File: config.mk
export PLATFORM = sky130hd
export DESIGN_NAME = hdmi_mode_sequencer
export DESIGN_NICKNAME = d
export VERILOG_FILES = /design/src/rtl/hdmi_mode_sequencer.sv
export SDC_FILE = /design/constraint.sdc
export NUM_CORES = 1
export LEC_CHECK = 0
export BUFFER_PORTS_ARGS = -buffer_cell sky130_fd_sc_hd__buf_2
export CORE_AREA = 2 2 81 68
export DETAILED_ROUTE_END_ITERATION = 16
export DIE_AREA = 0 0 83 70
export HOLD_SLACK_MARGIN = 0.06
export PLACE_DENSITY = 0.78
export SLEW_MARGIN = 20
export SYNTH_ARGS = -nofsm -noshare
export SYNTH_HDL_FRONTEND = slang
export SYNTH_SLANG_ARGS = --single-unit
File: constraint.sdc
create_clock -name clk_pixel -period 4.1 [get_ports clk_pixel]
set_clock_uncertainty 0.2 [all_clocks]
set_input_delay 0.205 -clock clk_pixel [delete_from_list [all_inputs] [get_ports clk_pixel]]
set_output_delay 0.205 -clock clk_pixel [all_outputs]
set_load 0.03 [all_outputs]
File: src/rtl/hdmi_mode_sequencer.sv
// Debounces the requested video standard and sequences a clean switch of the HDMI
// cores: frame-aligned reset pulse, then blank/mute until the new timing settles.
module hdmi_mode_sequencer #(
  parameter int DEBOUNCE_CYCLES = 1024,
  parameter int RESET_CYCLES    = 16,
  parameter int SETTLE_FRAMES   = 2,
  parameter int FRAME_TIMEOUT   = 1048575
) (
  input  logic        clk_pixel,
  input  logic        reset,
  input  logic        pal_mode_req,
  input  logic [10:0] cx,
  input  logic [9:0]  cy,
  output logic        pal_mode,
  output logic        hdmi_reset,
  output logic        video_blank,
  output logic        audio_mute,
  output logic        busy
);

  localparam int CNT_MAX = (DEBOUNCE_CYCLES > RESET_CYCLES) ? DEBOUNCE_CYCLES : RESET_CYCLES;
  localparam int CNT_W   = $clog2(CNT_MAX) + 1;
  localparam int TMR_W   = $clog2(FRAME_TIMEOUT) + 1;
  localparam int FRM_W   = $clog2(SETTLE_FRAMES) + 1;

  localparam logic [CNT_W-1:0] CNT_ONE  = CNT_W'(1);
  localparam logic [CNT_W-1:0] DEB_LAST = CNT_W'(DEBOUNCE_CYCLES);
  localparam logic [CNT_W-1:0] RST_LAST = CNT_W'(RESET_CYCLES - 1);
  localparam logic [TMR_W-1:0] TMR_ONE  = TMR_W'(1);
  localparam logic [TMR_W-1:0] TMR_LAST = TMR_W'(FRAME_TIMEOUT - 1);
  localparam logic [FRM_W-1:0] FRM_ONE  = FRM_W'(1);
  localparam logic [FRM_W-1:0] FRM_DONE = FRM_W'(SETTLE_FRAMES);

  typedef enum logic [2:0] {IDLE, DEBOUNCE, WAIT_FRAME, RESETTING, SETTLE} state_t;

  state_t           state, state_n;
  logic [CNT_W-1:0] cnt, cnt_n;
  logic [TMR_W-1:0] timer, timer_n;
  logic [FRM_W-1:0] frames, frames_n, frames_inc;
  logic             pal_n;
  logic             frame_start, frame_start_d, frame_pulse;

  // Reset value of 1 keeps a 0,0 position held across reset from looking like a new frame
  assign frame_start = (cx == 11'd0) && (cy == 10'd0);
  assign frame_pulse = frame_start && !frame_start_d;

  always_comb begin
    state_n    = state;
    cnt_n      = cnt;
    timer_n    = timer;
    frames_n   = frames;
    pal_n      = pal_mode;
    frames_inc = frames + FRM_ONE;
    case (state)
      IDLE: begin
        if (pal_mode_req != pal_mode) begin
          state_n = DEBOUNCE;
          cnt_n   = CNT_ONE;
        end
      end
      DEBOUNCE: begin
        if (pal_mode_req == pal_mode) begin
          state_n = IDLE;
        end else if (cnt == DEB_LAST) begin
          state_n = WAIT_FRAME;
          timer_n = '0;
        end else begin
          cnt_n = cnt + CNT_ONE;
        end
      end
      WAIT_FRAME: begin
        // A revert wins over a coincident frame boundary or timeout
        if (pal_mode_req == pal_mode) begin
          state_n = IDLE;
        end else if (frame_pulse || (timer == TMR_LAST)) begin
          state_n = RESETTING;
          pal_n   = pal_mode_req;
          cnt_n   = '0;
        end else begin
          timer_n = timer + TMR_ONE;
        end
      end
      RESETTING: begin
        if (cnt == RST_LAST) begin
          state_n  = SETTLE;
          frames_n = '0;
          timer_n  = '0;
        end else begin
          cnt_n = cnt + CNT_ONE;
        end
      end
      SETTLE: begin
        // A missing frame pulse still counts once the timeout expires
        if (frame_pulse || (timer == TMR_LAST)) begin
          timer_n  = '0;
          frames_n = frames_inc;
          if (frames_inc == FRM_DONE) state_n = IDLE;
        end else begin
          timer_n = timer + TMR_ONE;
        end
      end
      default: state_n = IDLE;
    endcase
  end

  // Outputs are registered from the next state so they line up with the state register
  always_ff @(posedge clk_pixel) begin
    if (reset) begin
      state         <= RESETTING;
      pal_mode      <= pal_mode_req;
      hdmi_reset    <= 1'b1;
      video_blank   <= 1'b1;
      audio_mute    <= 1'b1;
      busy          <= 1'b1;
      cnt           <= '0;
      timer         <= '0;
      frames        <= '0;
      frame_start_d <= 1'b1;
    end else begin
      state         <= state_n;
      pal_mode      <= pal_n;
      hdmi_reset    <= (state_n == RESETTING);
      video_blank   <= (state_n == WAIT_FRAME) || (state_n == RESETTING) || (state_n == SETTLE);
      audio_mute    <= (state_n == WAIT_FRAME) || (state_n == RESETTING) || (state_n == SETTLE);
      busy          <= (state_n != IDLE);
      cnt           <= cnt_n;
      timer         <= timer_n;
      frames        <= frames_n;
      frame_start_d <= frame_start;
    end
  end

endmodule

==> results.cfg <==
[logic_synthesis]
yosysUniqueCellTypes = 54
yosysSeqAreaShare_pct = 34.54
ys_warn_count = 0
syn_inst = 295
synth-simple-area-share_pct = 32.25
synth_edf_count = 1
yosys-mux-area-fraction_pct = 1.625
synth_fp_nets = 324
synth-adder-area-share_pct = 2.539
synthArstFlopShare_pct = 0
syn_area_per_cell_sq_um = 8.351
synth_area_leaders = dfxtp_1 (33%), nand3_1 (5.1%), o31ai_1 (4.6%)
synth_xor_area_share_pct = 0.7110
yosysTopAreaCellShare_pct = 33.32
ys_seq_elements = 42
synth_flop_cell = dfxtp_1
yosys.area.top_type = dfxtp_1
synth-compound-area-share_pct = 21.74
syn-cell-area_sq_mm = 0.002464
synth_top_family_by_area = simple AND/OR/NAND/NOR gates

[drt]
drtPass1Iterations = 4
initialDrtViolationCount = 234
ant_nets = 0
vias = 2438
postRouteWirelength_um = 6041
vias_per_cell = 6.366
route.detailed.wl_per_inst_um = 15.77
post-route-drc-count = 0

[finish]
multi_input_area_sq_mm = 0.001459
drive_above_1_share_pct = 20.75
fin_util_pct = 53.34
fin_nets = 346
area_growth_pct = 11.17
fillerInstances = 460
diodes = 0
seq_area_sq_um = 850.8
final_cell_count_no_fill = 383

[clock_network]
clk_latency_ns = 0.31
post_cts_resized = 0
cts_tree = done
cts-buffers-inserted = 5
postCtsSetupRepairBufs = 0
cts_sinks = 42
clock_path_buffers = 2
clock-root-buffer = clkbuf_8
htreeDepth = 2
clk_pin_slew_ns = 0.09

[setup_path]
path_cells = inv_1 > ha_1 > nor2b_1 > nand3_1 > nor2_1 > o21ai_1 > nand2_1 > a21oi_1
critPathMaxStageDelay_ns = 0.61
slowest_stage = nand2_1
path_max_fanout = 17
critPathKind = reg2reg
critPathLaunchType = flip-flop
arrival_ns = 2.77
required_ns = 4.12
endpoint_kind = flip-flop

[grt]
gr-total-overflow = 0
grt_use_total_pct = 20.46
antenna_found_initial = 0
grt_pass1_wl_um = 9860
grt_pass1_vias = 2200
grt_max_degree = 39

[power_and_ir_drop]
sw_frac_of_total_pct = 27.66
combPwrFrac_pct = 14.3
p_leak_uw = 0.0009233
p_total_uw = 955.1
clockPowerShare_pct = 39.1
switching_power_uw = 264.1
internal-power_uw = 691.0
vdd_ir_drop_max_mv = 0.2018
p_seq_share_pct = 46.6
powerDensity_mw_per_mm2 = 348.7

[flow_run]
cap_violations = 0

[sta]
fin_crit_ns = 2.749
drv_slew = 0
min_period_over_period_pct = 67.05
relSlewSlack_pct = 47.67
fin_tns_setup_ns = 0
tightest_slew_ns = 0.7821
hold_slack_ns = 0.09079
setup_viol = 0
rsz0062_at_grt = no
hold_violations = 0
fmax_mhz = 363.8

[die]
floorplan.die_area_sq_mm = 0.005810
placementRows = 24
start_util_pct = 47.98
die-height_um = 70
io_pins = 29
core_area_sq_mm = 0.005135
die_w_um = 83

[status]
outcome = finished clean

[place]
port_buffers = 28
place.detailed.hpwl_um = 4186
dp_cells = 372
globalplace.congestion = 0.8956

[worst_hold_path]
hp-class = in2reg
==> cells in the mapped netlist, drive strengths merged, types with 3 or more instances <==
cell type  count
or3            9
nor2          21
and3           8
and4           5
and2           4
or4           17
ha             5
inv           10
buf            7
dfxtp         41
nand3         25
nor3           6
nand4          4
nand4b         4
nor4           4
a31oi          8
mux2i          4
a21oi         26
o31ai         15
o21a           3
o21ai         11
clkbuf         9
nand2         23
o41ai          4
==> power groups by stage <==
stage | Clock, uW | Combinational (uW) | Sequential, uW
floorplan | 0 | 83.4 | 458
global placement | 0 | 125 | 453
detailed placement | 0 | 131 | 454
CTS | 376 | 134 | 445
global route | 391 | 148 | 448
finish | 373 | 136 | 445
==> sequential cells by signal, indices dropped and copies added, names as in the netlist <==
name,flops
timer,21
cnt,11
state,3
frames,2
audio_mute,1
busy,1
frame_start_d,1
hdmi_reset,1
pal_mode,1
==> per-layer routing <==
layer | GRT usage, % | vias to the layer above | wire length, um
met1 | 27.47 | 1170 | 2760
met2 | 32.35 | 93 | 2731
met3 | 4.728 | 11 | 444
li1 | - | 1164 | -
met5 | 0 | - | 0
met4 | 7.286 | 0 | 104
==> critical path: cells and delay by family (launching register included) <==
| kind | cells | cell delay [ns] |
|---|---|---|
| compound gates | 2 | 0.81 |
| fa+ha+maj | 1 | 0.20 |
| buf+inv | 1 | 0.06 |
| flops | 1 | 0.41 |
| simple gates | 4 | 0.97 |
==> final cells by class <==
type / instances / share of cell area (%)
sequential: 42 / 31.06
tap: 65 / 2.969
timing repair buffer: 32 / 6.487
multi-input combinational: 226 / 53.27
clock inverter: 2 / 1.416
clock buffer: 6 / 3.426
inverter: 10 / 1.370
==> path summary, 6_finish.rpt <==
check / from / to / slack, ns / cells past startpoint
worst max-delay path: timer[0] / timer[17] / 1.35 / 8
worst min-delay path: reset / state[2] / 0.09 / 2
worst max register to register: timer[0] / timer[17] / 1.35 / 8
worst min register to register: timer[11] / timer[11] / 0.28 / 2
==> through the flow <==
step	setup WS (ns)	area, sq um
after floorplan	1.596	2464
after global placement	1.315	2571
after detailed placement	1.244	2571
after CTS	1.374	2734
after global routing	1.060	2739
final	1.351	2739
==> what timing repair did <==
| action | CTS | global route |
|---|---|---|
| endpoints found under the hold margin | 2 | 0 |
| endpoints found under the setup margin | 0 | 0 |
| hold buffers | 3 | 0 |
==> logic make-up after synthesis <==
family / count (synthesis)
AND/OR/NAND/NOR: 139
multiplexers: 4
buffers and inverters: 27
AO/OA/AOI/OAI: 76
XOR/XNOR: 2
adder cells (fa/ha/maj): 5
flip-flops: 42
==> cells in the final DEF (no fill, tap or decap), drive strengths merged, types with 2 or more instances in the layout <==
| cell type | netlist | final |
|---|---|---|
| dfxtp | 41 | 41 |
| buf | 7 | 29 |
| a21oi | 26 | 26 |
| nand3 | 25 | 25 |
| nand2 | 23 | 23 |
| nor2 | 21 | 21 |
| or4 | 17 | 17 |
| o31ai | 15 | 15 |
| o21ai | 11 | 11 |
| inv | 10 | 10 |
| or3 | 9 | 9 |
| and3 | 8 | 8 |
| a31oi | 8 | 8 |
| nor3 | 6 | 6 |
| clkbuf | 9 | 6 |
| and4 | 5 | 5 |
| ha | 5 | 5 |
| nor4 | 4 | 4 |
| nand4 | 4 | 4 |
| and2 | 4 | 4 |
| nand4b | 4 | 4 |
| mux2i | 4 | 4 |
| o41ai | 4 | 4 |
| o21a | 3 | 3 |
| dlygate4sd3 | 0 | 3 |
| nand3b | 2 | 2 |
| or2 | 2 | 2 |
| a21boi | 2 | 2 |
(Power assumes the default switching activity.)
